<file path="config.mk">
export PLATFORM = sky130hd
export DESIGN_NAME = cpu_datapath
export DESIGN_NICKNAME = d
export VERILOG_FILES = /design/src/rtl/cpu_datapath.sv
export SDC_FILE = /design/constraint.sdc
export NUM_CORES = 1
export LEC_CHECK = 0
export ABC_AREA = 1
export CORE_UTILIZATION = 50
export DETAILED_ROUTE_END_ITERATION = 10
export PLACE_DENSITY_LB_ADDON = 0.3
export SYNTH_ARGS = -nofsm -noshare
export SYNTH_HDL_FRONTEND = slang
export SYNTH_SLANG_ARGS = --single-unit
</file>
<file path="constraint.sdc">
create_clock -name clk -period 2.6 [get_ports clk]
set_clock_uncertainty 0.05 [all_clocks]
set_input_delay 0.26 -clock clk [delete_from_list [all_inputs] [get_ports clk]]
set_output_delay 0.26 -clock clk [all_outputs]
set_load 0.02 [all_outputs]
</file>
<file path="src/rtl/cpu_datapath.sv">
// cpu_datapath: PC, IR, ACC, 16-entry register file, ALU and Z/C flags for the course CPU.
// Build option: define CPU_DP_BRANCH_GATE_EN to have the datapath qualify LoadPC with z/c by opcode.
module cpu_datapath #(
    parameter int DATA_W = 8,
    parameter int PC_W   = 8
) (
    input  logic              clk,
    input  logic              CLB,
    input  logic              LoadIR,
    input  logic              IncPC,
    input  logic              SelPC,
    input  logic              LoadPC,
    input  logic              LoadReg,
    input  logic              LoadAcc,
    input  logic [1:0]        SelAcc,
    input  logic [3:0]        SelALU,
    input  logic [7:0]        imem_data,
    output logic [PC_W-1:0]   imem_addr,
    output logic [3:0]        op,
    output logic              z,
    output logic              c,
    output logic [DATA_W-1:0] acc_out
);
    localparam int EXT_W = (DATA_W > PC_W) ? DATA_W : PC_W;

    logic [PC_W-1:0]   pc_q, pc_d;
    logic [7:0]        ir_q, ir_d;
    logic [DATA_W-1:0] acc_q, acc_d;
    logic              z_q, z_d, c_q, c_d;
    logic [DATA_W-1:0] rf_q [16];

    logic [3:0]        rs;
    logic [DATA_W-1:0] rsVal;
    logic [DATA_W-1:0] aluRes;
    logic              aluCarry;
    logic              aluCarryUpd;
    logic [DATA_W:0]   wide;
    logic [EXT_W-1:0]  rsExt;
    logic [PC_W-1:0]   jumpTarget;
    logic              branchOk;

    assign rs         = ir_q[3:0];
    assign rsVal      = rf_q[rs];
    assign rsExt      = EXT_W'(rsVal);
    assign jumpTarget = SelPC ? rsExt[PC_W-1:0] : PC_W'(rs);

    assign imem_addr = pc_q;
    assign op        = ir_q[7:4];
    assign z         = z_q;
    assign c         = c_q;
    assign acc_out   = acc_q;

    // The extra top bit of the widened add/sub yields carry for ADD and borrow for SUB.
    always_comb begin
        wide        = '0;
        aluRes      = acc_q;
        aluCarry    = c_q;
        aluCarryUpd = 1'b0;
        case (SelALU)
            4'b0001: begin
                wide        = {1'b0, acc_q} + {1'b0, rsVal};
                aluRes      = wide[DATA_W-1:0];
                aluCarry    = wide[DATA_W];
                aluCarryUpd = 1'b1;
            end
            4'b0010: begin
                wide        = {1'b0, acc_q} - {1'b0, rsVal};
                aluRes      = wide[DATA_W-1:0];
                aluCarry    = wide[DATA_W];
                aluCarryUpd = 1'b1;
            end
            4'b0011: aluRes = ~(acc_q | rsVal);
            4'b1011: begin
                aluRes      = {acc_q[DATA_W-2:0], 1'b0};
                aluCarry    = acc_q[DATA_W-1];
                aluCarryUpd = 1'b1;
            end
            4'b1100: begin
                aluRes      = {1'b0, acc_q[DATA_W-1:1]};
                aluCarry    = acc_q[0];
                aluCarryUpd = 1'b1;
            end
            default: ;
        endcase
    end

`ifdef CPU_DP_BRANCH_GATE_EN
    always_comb begin
        case (ir_q[7:4])
            4'b0110, 4'b0111: branchOk = z_q;
            4'b1000, 4'b1010: branchOk = c_q;
            default:          branchOk = 1'b1;
        endcase
    end
`else
    assign branchOk = 1'b1;
`endif

    always_comb begin
        pc_d  = pc_q;
        ir_d  = ir_q;
        acc_d = acc_q;
        z_d   = z_q;
        c_d   = c_q;
        if (LoadPC && branchOk) begin
            pc_d = jumpTarget;
        end else if (IncPC) begin
            pc_d = pc_q + PC_W'(1);
        end
        if (LoadIR) begin
            ir_d = imem_data;
        end
        // SelAcc 01 is reserved: neither ACC nor flags move.
        if (LoadAcc && (SelAcc != 2'b01)) begin
            case (SelAcc)
                2'b00: begin
                    acc_d = aluRes;
                    if (aluCarryUpd) begin
                        c_d = aluCarry;
                    end
                end
                2'b10:   acc_d = rsVal;
                default: acc_d = DATA_W'(rs);
            endcase
            z_d = (acc_d == '0);
        end
    end

    always_ff @(posedge clk or negedge CLB) begin
        if (!CLB) begin
            pc_q  <= '0;
            ir_q  <= '0;
            acc_q <= '0;
            z_q   <= 1'b0;
            c_q   <= 1'b0;
            for (int i = 0; i < 16; i++) begin
                rf_q[i] <= '0;
            end
        end else begin
            pc_q  <= pc_d;
            ir_q  <= ir_d;
            acc_q <= acc_d;
            z_q   <= z_d;
            c_q   <= c_d;
            if (LoadReg) begin
                rf_q[rs] <= acc_q;
            end
        end
    end
endmodule

</file>
==> metrics.txt, run 1 <==
# TYPE chip_impl_metric gauge
chip_impl_info{name="outcome",value="finished with violations"} 1
chip_impl_info{name="violations",value="negative setup slack"} 1
chip_impl_metric{name="dr.pass1.iters",unit=""} 5
chip_impl_metric{name="ys_seq_area_share",unit="%"} 45.33
chip_impl_metric{name="synth_cell_type_count",unit=""} 39
chip_impl_info{name="cts_tree",value="built"} 1
chip_impl_metric{name="max_cap_violations",unit=""} 0
chip_impl_metric{name="yosys.area_share.simple",unit="%"} 26.86
chip_impl_info{name="post_synth_main_area_contributors",value="sky130_fd_sc_hd__dfrtp_1 (45%), sky130_fd_sc_hd__nand2_1 (18%), sky130_fd_sc_hd__o21ai_0 (8.0%)"} 1
chip_impl_metric{name="ant_nets",unit=""} 0
chip_impl_metric{name="drive_gt1_share",unit="%"} 22.71
chip_impl_metric{name="timing.critical_path.buf_inv",unit=""} 4
chip_impl_metric{name="placement.io_buffers",unit=""} 43
chip_impl_metric{name="gp_routability_congestion",unit=""} 0.9419
chip_impl_metric{name="max_stage_delay",unit="ns"} 0.48
chip_impl_metric{name="slew_violations",unit=""} 0
chip_impl_metric{name="first_pass_grt_wire_length",unit="mm"} 41.91
chip_impl_metric{name="worst_slew_margin_rel",unit="%"} 53.08
chip_impl_metric{name="mux_cell_area_share_after_synthesis",unit="%"} 0.6475
chip_impl_metric{name="placeableCoreArea",unit="um2"} 16580
chip_impl_metric{name="synthesis.area_per_instance",unit="um2"} 7.458
chip_impl_metric{name="vdd.ir_drop.worst",unit="mV"} 0.5879
chip_impl_info{name="cp_slowest_cell",value="sky130_fd_sc_hd__dfrtp_2"} 1
chip_impl_metric{name="cellPowerDensity",unit="nW/um2"} 840.8
chip_impl_metric{name="clock-sinks",unit=""} 154
chip_impl_metric{name="r2r.worst_path.cells",unit=""} 23
chip_impl_metric{name="dp.cells",unit=""} 1449
chip_impl_metric{name="initial_utilization",unit="%"} 51.27
chip_impl_metric{name="synth-compound-area-share",unit="%"} 14.28
chip_impl_info{name="layout_common_cells",value="sky130_fd_sc_hd__nand2_1 (366), sky130_fd_sc_hd__dfrtp_1 (152), sky130_fd_sc_hd__o21ai_0 (127)"} 1
chip_impl_metric{name="synthesis.instances",unit=""} 1140
chip_impl_metric{name="clkLatencyLatePin",unit="ns"} 0.44
chip_impl_metric{name="detail_route.iter0.violations",unit=""} 877
chip_impl_info{name="holdCritPathClass",value="input port to asynchronous set/reset pin"} 1
chip_impl_metric{name="number_of_filler_cells_placed_in_the_layout",unit=""} 1365
chip_impl_metric{name="pin_count",unit=""} 44
chip_impl_metric{name="grt_usage",unit="%"} 31.14
chip_impl_metric{name="leakage",unit="nW"} 5.358
chip_impl_metric{name="die_h",unit="um"} 132.4
chip_impl_metric{name="syn_nets",unit=""} 1189
chip_impl_metric{name="dpl-instance-area",unit="um2"} 9783
chip_impl_info{name="rr_startpoint",value="ir_q[0]$_DFFE_PN0P_"} 1
chip_impl_metric{name="pin_count_of_the_biggest_net_entering_global_routing",unit=""} 69
chip_impl_info{name="type_of_element_launching_the_critical_path",value="flop"} 1
chip_impl_metric{name="total_die_area",unit="um2"} 17530
chip_impl_metric{name="die_width",unit="um"} 132.4
chip_impl_info{name="path_cells",value="buf_12 -> nand2_8 -> inv_4 -> buf_6 -> nand2_2 -> nand3_2 -> nand2_4 -> nand2_4 -> nor2_4 -> inv_2 -> ha_4 -> fa_2 -> xnor2_2 -> nor2_1 -> nor2_1 -> nand3_1 -> nand2_1 -> nand2_1 -> nor2_1 -> nand2_1 -> nor2_1 -> nand4_1 -> nand2_1"} 1
chip_impl_metric{name="synth_enable_flop_cells",unit=""} 0
chip_impl_metric{name="final.period_utilization",unit="%"} 123.5
chip_impl_metric{name="postLayoutCellArea",unit="um2"} 11190
chip_impl_metric{name="worst_reg_to_reg_setup_slack",unit="ns"} -0.61
chip_impl_metric{name="detailed_place_hpwl",unit="mm"} 18.01
chip_impl_info{name="rsz0062_at_grt",value="true"} 1
chip_impl_info{name="dominant_combinational_cell_family_by_area_after_synthesis",value="simple AND/OR/NAND/NOR gates"} 1
chip_impl_metric{name="nNetsFinal",unit=""} 1326
chip_impl_metric{name="cts.path.max_buffers",unit=""} 2
chip_impl_metric{name="worstSetupPathDepth",unit=""} 23
chip_impl_metric{name="cts_htree_levels",unit=""} 4
chip_impl_metric{name="final-setup-viol-count",unit=""} 10
chip_impl_metric{name="area_delta_synth_final",unit="%"} 31.66
chip_impl_info{name="worstSetupEndpoint",value="z$_DFFE_PN0P_"} 1
chip_impl_metric{name="cp.arrival",unit="ns"} 3.53
chip_impl_info{name="root_buffer",value="sky130_fd_sc_hd__clkbuf_16"} 1
chip_impl_metric{name="ys_warn_count",unit=""} 0
chip_impl_metric{name="period_minus_slack",unit="ns"} 3.211
chip_impl_metric{name="synth_area",unit="um2"} 8502
chip_impl_info{name="final_common_cell",value="sky130_fd_sc_hd__nand2_1"} 1
chip_impl_metric{name="portion_of_synthesized_cell_area_occupied_by_the_leading_cell_type",unit="%"} 45.33
chip_impl_metric{name="synth_async_sr_flop_share",unit="%"} 100.0
chip_impl_metric{name="drc",unit=""} 0
chip_impl_info{name="synth_ff_type",value="sky130_fd_sc_hd__dfrtp_1"} 1
chip_impl_info{name="r2r-end",value="z$_DFFE_PN0P_"} 1
chip_impl_metric{name="routed_wirelength_normalized_by_instance_count",unit="um"} 17.79
chip_impl_metric{name="worst_setup_hold_path_clk_slew",unit="ns"} 0.06
chip_impl_metric{name="grt_remaining_overflow",unit=""} 0
chip_impl_metric{name="fp-row-count",unit=""} 47
chip_impl_metric{name="antenna_violations_before_repair",unit=""} 0
chip_impl_metric{name="number_of_clock_buffers_inserted_by_tritoncts",unit=""} 17
chip_impl_info{name="cp-end-kind",value="flop"} 1
chip_impl_metric{name="final-hold-violation-count",unit=""} 0
chip_impl_metric{name="max_slew.worst_pin.slew",unit="ns"} 0.7030
chip_impl_info{name="path_class",value="flop to flop"} 1
chip_impl_info{name="timing.critical_path.max_delay_family",value="simple AND/OR/NAND/NOR gates"} 1
chip_impl_metric{name="cp_max_fo",unit=""} 5
chip_impl_metric{name="worst_slack",unit="ns"} -0.6113
chip_impl_metric{name="drt-total-wl",unit="mm"} 26.79
chip_impl_metric{name="vias_per_cell",unit=""} 5.546
chip_impl_metric{name="routed-via-count",unit=""} 8352
chip_impl_metric{name="first_global_vias",unit=""} 7855
chip_impl_metric{name="setup-tns-final",unit="ns"} -3.064
chip_impl_metric{name="synth_adder_area_share",unit="%"} 4.150
chip_impl_metric{name="stdcell_count",unit=""} 1506
chip_impl_info{name="synth_largest_area_cell",value="sky130_fd_sc_hd__dfrtp_1"} 1
chip_impl_metric{name="timing.critical_path.required",unit="ns"} 2.92
chip_impl_metric{name="synth-seq-cells",unit=""} 154
chip_impl_info{name="critPathLaunch",value="ir_q[0]$_DFFE_PN0P_"} 1
chip_impl_metric{name="achievable-frequency",unit="MHz"} 311.4
chip_impl_metric{name="num_antenna_cells",unit=""} 0
chip_impl_metric{name="synth-xor-area-share",unit="%"} 0.6181
==> sequential cells by signal (all words and copies together) (netlist names) <==
| signal | count |
|---|---|
| c | 1 |
| acc_out | 8 |
| ir_q | 8 |
| z | 1 |
| rf_q | 128 |
| imem_addr | 8 |
==> timing repair <==
item	CTS	global route
pin swaps	33	30
buffers inserted	21	6
endpoints found under the setup margin	9	10
hold buffers	1	0
hold endpoints to repair	65	0
cloned	1	1
gates resized for setup	89	65
==> metrics by stage <==
stage / worst slack, ns / power (mW) / utilization (%) / hold slack, ns
6_report: -0.6113 / 9.411 / 67.50 / 0.3447
5_1_grt: -0.7548 / 9.905 / 67.50 / 0.3803
4_1_cts: -0.4574 / 9.101 / 65.53 / 0.3615
3_5_place_dp: -0.5642 / 6.276 / 58.99 / 0.2497
3_3_place_gp: -0.5487 / 6.195 / 58.99 / 0.2550
2_1_floorplan: 0.004331 / 5.070 / - / -0.08559
==> power breakdown <==
part | leakage (nW) | total, mW | switching, mW | internal [mW]
clock network | 0.277 | 2.48 | 0.994 | 1.49
logic | 3.12 | 3.47 | 1.98 | 1.49
registers | 1.96 | 3.46 | 0.414 | 3.04
total | 5.36 | 9.41 | 3.39 | 6.02
==> kinds of logic after synthesis <==
group	after synthesis
compound gates	230
xor+xnor	6
fa+ha+maj	27
buf+inv	156
flops	154
mux	5
simple gates	562
==> layer usage <==
metal  global-route usage, %  routed length [um]
met3                   6.805                2269
met1                   43.61               11660
met5                       0                   0
met4                   9.579                 519
met2                   48.30               12340
==> cell usage after synthesis, types with 5 or more instances <==
library cell	n
sky130_fd_sc_hd__nor2_2	8
sky130_fd_sc_hd__clkbuf_1	26
sky130_fd_sc_hd__nand3_1	46
sky130_fd_sc_hd__dfrtp_1	154
sky130_fd_sc_hd__inv_2	5
sky130_fd_sc_hd__a21oi_1	55
sky130_fd_sc_hd__buf_6	7
sky130_fd_sc_hd__nor2_1	75
sky130_fd_sc_hd__xor2_1	5
sky130_fd_sc_hd__a22oi_1	16
sky130_fd_sc_hd__buf_2	12
sky130_fd_sc_hd__o21ai_0	136
sky130_fd_sc_hd__o21ai_1	14
sky130_fd_sc_hd__nand4_1	14
sky130_fd_sc_hd__inv_1	92
sky130_fd_sc_hd__buf_4	8
sky130_fd_sc_hd__ha_1	25
sky130_fd_sc_hd__nand2_1	405
==> final cells by class <==
type / count / area, um2 / area share (%)
multi-input combinational: 830 / 4484 / 40.06
timing repair buffer: 171 / 1603 / 14.32
clock buffer: 17 / 425.4 / 3.801
clock inverter: 11 / 150.1 / 1.341
inverter: 103 / 399.1 / 3.566
sequential: 154 / 3856 / 34.45
tap: 220 / 275.3 / 2.459
==> worst min-delay path by stage <==
| stage | start | end | slack (ns) | cells past startpoint |
|---|---|---|---|---|
| after floorplan | CLB | acc_out[0]$_DFFE_PN0P_ | -0.09 | 0 |
| after global placement | CLB | rf_q[115]$_DFFE_PN0P_ | 0.25 | 1 |
| after detailed placement | CLB | rf_q[122]$_DFFE_PN0P_ | 0.25 | 1 |
| after CTS | CLB | rf_q[122]$_DFFE_PN0P_ | 0.36 | 2 |
| after global routing | imem_data[6] | ir_q[6]$_DFFE_PN0P_ | 0.38 | 2 |
| final | CLB | rf_q[122]$_DFFE_PN0P_ | 0.34 | 2 |
==> worst reg2reg max path: stages (launching register included) <==
cell and delay [ns]:
sky130_fd_sc_hd__dfrtp_2 0.48, sky130_fd_sc_hd__buf_12 0.17, sky130_fd_sc_hd__nand2_8 0.08, sky130_fd_sc_hd__inv_4 0.04
sky130_fd_sc_hd__buf_6 0.12, sky130_fd_sc_hd__nand2_2 0.06, sky130_fd_sc_hd__nand3_2 0.10, sky130_fd_sc_hd__nand2_4 0.09
sky130_fd_sc_hd__nand2_4 0.06, sky130_fd_sc_hd__nor2_4 0.11, sky130_fd_sc_hd__inv_2 0.07, sky130_fd_sc_hd__ha_4 0.16
sky130_fd_sc_hd__fa_2 0.41, sky130_fd_sc_hd__xnor2_2 0.14, sky130_fd_sc_hd__nor2_1 0.06, sky130_fd_sc_hd__nor2_1 0.11
sky130_fd_sc_hd__nand3_1 0.12, sky130_fd_sc_hd__nand2_1 0.12, sky130_fd_sc_hd__nand2_1 0.06, sky130_fd_sc_hd__nor2_1 0.13
sky130_fd_sc_hd__nand2_1 0.09, sky130_fd_sc_hd__nor2_1 0.13, sky130_fd_sc_hd__nand4_1 0.11, sky130_fd_sc_hd__nand2_1 0.07
No activity file was read; power rests on OpenSTA's default activity.
==> run 2, diff against run 1 <==
Settings changed: CORE_ASPECT_RATIO set to 1.2.
Clock period 2.6 ns to 3.7 ns, I/O delays scaled along.
==> run 2 against run 1 <==
Cell count is 7.2% lower. Register-to-register slack better by 0.89 ns. Global-route usage is 1.6 points lower. The run now ends clean. Worst hold slack better by 0.092 ns. Sequential cell count stayed put. Sequential share of layout area is 5.2 points higher. Sequential power is 30% lower. Clock power is 29% lower. Wire length is 10% lower. First-iteration DRC count is 14% lower. Via count is 7.5% lower. Utilization is 8.3 points lower.
==> metrics.txt, run 2 (same netlist as run 1, synthesis figures left out) <==
# TYPE chip_impl_metric gauge
chip_impl_info{name="outcome",value="finished clean"} 1
chip_impl_metric{name="drc",unit=""} 0
chip_impl_metric{name="placement.io_buffers",unit=""} 43
chip_impl_metric{name="number_of_clock_buffers_inserted_by_tritoncts",unit=""} 17
chip_impl_metric{name="routed-via-count",unit=""} 7723
chip_impl_metric{name="initial_utilization",unit="%"} 51.84
chip_impl_info{name="type_of_element_launching_the_critical_path",value="flop"} 1
chip_impl_metric{name="cellPowerDensity",unit="nW/um2"} 609.7
chip_impl_info{name="root_buffer",value="sky130_fd_sc_hd__clkbuf_16"} 1
chip_impl_metric{name="grt_remaining_overflow",unit=""} 0
chip_impl_info{name="holdCritPathClass",value="flop to flop"} 1
chip_impl_metric{name="die_width",unit="um"} 121.0
chip_impl_metric{name="first_pass_grt_wire_length",unit="mm"} 38.96
chip_impl_metric{name="routed_wirelength_normalized_by_instance_count",unit="um"} 17.24
chip_impl_metric{name="final-setup-viol-count",unit=""} 0
chip_impl_metric{name="vdd.ir_drop.worst",unit="mV"} 0.3937
chip_impl_metric{name="postLayoutCellArea",unit="um2"} 9709
chip_impl_metric{name="cp_max_fo",unit=""} 10
chip_impl_info{name="layout_common_cells",value="sky130_fd_sc_hd__nand2_1 (405), sky130_fd_sc_hd__dfrtp_1 (154), sky130_fd_sc_hd__o21ai_0 (136)"} 1
chip_impl_metric{name="clock-sinks",unit=""} 154
chip_impl_info{name="cts_tree",value="built"} 1
chip_impl_metric{name="final-hold-violation-count",unit=""} 0
chip_impl_info{name="rsz0062_at_grt",value="false"} 1
chip_impl_metric{name="timing.critical_path.required",unit="ns"} 4.03
chip_impl_metric{name="vias_per_cell",unit=""} 5.528
chip_impl_metric{name="largest_register_ff_count",unit=""} 128
chip_impl_info{name="path_class",value="flop to flop"} 1
chip_impl_metric{name="drt-total-wl",unit="mm"} 24.08
chip_impl_metric{name="final.period_utilization",unit="%"} 92.54
chip_impl_metric{name="clkLatencyLatePin",unit="ns"} 0.44
chip_impl_metric{name="antenna_violations_before_repair",unit=""} 0
chip_impl_metric{name="dpl-instance-area",unit="um2"} 9080
chip_impl_metric{name="cts.path.max_buffers",unit=""} 2
chip_impl_metric{name="max_slew.worst_pin.slew",unit="ns"} 0.8111
chip_impl_metric{name="pin_count_of_the_biggest_net_entering_global_routing",unit=""} 88
chip_impl_metric{name="cells_on_worst_hold_path",unit=""} 2
chip_impl_info{name="largest_register",value="rf_q"} 1
chip_impl_metric{name="area_delta_synth_final",unit="%"} 14.20
chip_impl_metric{name="detailed_place_hpwl",unit="mm"} 17.06
chip_impl_metric{name="nNetsFinal",unit=""} 1221
chip_impl_metric{name="cts_htree_levels",unit=""} 4
chip_impl_metric{name="placeableCoreArea",unit="um2"} 16400
chip_impl_metric{name="drive_gt1_share",unit="%"} 7.089
chip_impl_metric{name="num_antenna_cells",unit=""} 0
chip_impl_metric{name="total_die_area",unit="um2"} 17530
chip_impl_metric{name="die_h",unit="um"} 144.8
chip_impl_metric{name="r2r.worst_path.cells",unit=""} 20
chip_impl_metric{name="worst_slew_margin_rel",unit="%"} 45.73
chip_impl_metric{name="slew_violations",unit=""} 0
chip_impl_metric{name="leakage",unit="nW"} 4.721
chip_impl_metric{name="gp_routability_congestion",unit=""} 1.046
chip_impl_metric{name="grt_usage",unit="%"} 29.55
chip_impl_metric{name="first_global_vias",unit=""} 7481
chip_impl_metric{name="dr.pass1.iters",unit=""} 6
chip_impl_metric{name="ant_nets",unit=""} 0
chip_impl_metric{name="achievable-frequency",unit="MHz"} 292.1
chip_impl_metric{name="setup-tns-final",unit="ns"} 0
chip_impl_metric{name="period_minus_slack",unit="ns"} 3.424
chip_impl_info{name="cp-end-kind",value="flop"} 1
chip_impl_metric{name="cp.arrival",unit="ns"} 3.76
chip_impl_metric{name="detail_route.iter0.violations",unit=""} 756
chip_impl_metric{name="pin_count",unit=""} 44
chip_impl_metric{name="worst_setup_hold_path_clk_slew",unit="ns"} 0.07
chip_impl_metric{name="max_cap_violations",unit=""} 0
chip_impl_metric{name="fp-row-count",unit=""} 51
chip_impl_info{name="final_common_cell",value="sky130_fd_sc_hd__nand2_1"} 1
==> run 2: cell types whose count changed in the layout (fill, tap and decap cells not counted), moves of 12 or more <==
cell	delta
sky130_fd_sc_hd__nand3_2	-14
sky130_fd_sc_hd__ha_1	+12
sky130_fd_sc_hd__nor2_4	-12
sky130_fd_sc_hd__buf_4	-83
sky130_fd_sc_hd__nand3_1	+15
sky130_fd_sc_hd__nand2_1	+39
sky130_fd_sc_hd__nand2_2	-34
==> run 2: cell type report <==
| class | instances | area (um2) |
|---|---|---|
| clock inverter | 15 | 191.4 |
| inverter | 103 | 394.1 |
| timing repair buffer | 66 | 619.3 |
| tap | 212 | 265.3 |
| clock buffer | 17 | 425.4 |
| fill | 1449 | 6690 |
| multi-input combinational | 830 | 3960 |
| sequential | 154 | 3854 |
==> run 2: worst max-delay path, stage by stage, from the launching register on <==
cell	delay, ns
sky130_fd_sc_hd__dfrtp_1	0.53
sky130_fd_sc_hd__nor2_2	0.46
sky130_fd_sc_hd__buf_4	0.27
sky130_fd_sc_hd__a22oi_1	0.11
sky130_fd_sc_hd__nand2_1	0.09
sky130_fd_sc_hd__nand2_1	0.05
sky130_fd_sc_hd__nand2_1	0.11
sky130_fd_sc_hd__nor2_1	0.08
sky130_fd_sc_hd__ha_1	0.43
sky130_fd_sc_hd__nand2_1	0.15
sky130_fd_sc_hd__inv_1	0.10
sky130_fd_sc_hd__nand3_1	0.11
sky130_fd_sc_hd__nand3_1	0.10
sky130_fd_sc_hd__nand2_1	0.05
sky130_fd_sc_hd__nand3_1	0.07
sky130_fd_sc_hd__nand3_1	0.11
sky130_fd_sc_hd__nand2_1	0.10
sky130_fd_sc_hd__nand2_1	0.08
sky130_fd_sc_hd__nor2_1	0.14
sky130_fd_sc_hd__nand4_1	0.11
sky130_fd_sc_hd__nand2_1	0.06
==> run 2: routing by layer <==
| metal | vias up | GRT usage (%) | part of all wire [%] |
|---|---|---|---|
| li1 | 3730 | - | - |
| met1 | 3624 | 37.82 | 42 |
| met2 | 298 | 49.29 | 48 |
| met3 | 71 | 4.350 | 5.8 |
| met4 | 0 | 14.10 | 3.7 |
| met5 | - | 0 | 0 |
==> run 2: path summary, 6_finish.rpt <==
path / from / to / slack (ns)
hold reg to reg: rf_q[27]$_DFFE_PN0P_ / rf_q[27]$_DFFE_PN0P_ / 0.44
max in group asynchronous: CLB / rf_q[80]$_DFFE_PN0P_ / 2.24
hold / removal: rf_q[27]$_DFFE_PN0P_ / rf_q[27]$_DFFE_PN0P_ / 0.44
setup reg to reg: ir_q[0]$_DFFE_PN0P_ / z$_DFFE_PN0P_ / 0.28
min in group asynchronous: CLB / rf_q[109]$_DFFE_PN0P_ / 0.52
setup / recovery: ir_q[0]$_DFFE_PN0P_ / z$_DFFE_PN0P_ / 0.28
==> run 2: report_power, final <==
| group | switching [mW] | total, mW | internal, mW | leakage (nW) |
|---|---|---|---|---|
| Clock | 0.846 | 1.77 | 0.919 | 0.298 |
| Combinational | 1.11 | 1.74 | 0.631 | 2.46 |
| Sequential | 0.279 | 2.41 | 2.13 | 1.96 |
| Total | 2.23 | 5.92 | 3.69 | 4.72 |
==> run 2: per-stage QoR <==
step | hold WS, ns | setup WS (ns) | total power, mW | util (%) | cells
detailed placement | 0.4232 | 0.3671 | 4.147 | 55.37 | 1364
global route | 0.4607 | 0.03093 | 6.294 | 59.21 | 1397
finish | 0.4372 | 0.2761 | 5.920 | 59.21 | 1397
floorplan | 0.02441 | 1.009 | 3.552 | - | 1140
CTS | 0.4392 | 0.3492 | 5.919 | 59.19 | 1397
global placement | 0.4162 | 0.3421 | 4.108 | 55.37 | 1364
==> run 2: what timing repair did <==
action | 4_1_cts | 5_1_grt
setup buffers | 0 | 0
gates resized for setup | 0 | 1
endpoints found under the setup margin | 0 | 1
hold endpoints to repair | 83 | 0
hold buffers | 1 | 0
==> run 3, diff against run 2 <==
Settings changed: CAP_MARGIN set to 20, HOLD_SLACK_MARGIN set to 0.03.
==> results of run 3 <==
The final DEF is identical to that of run 2; final timing and power are the same.
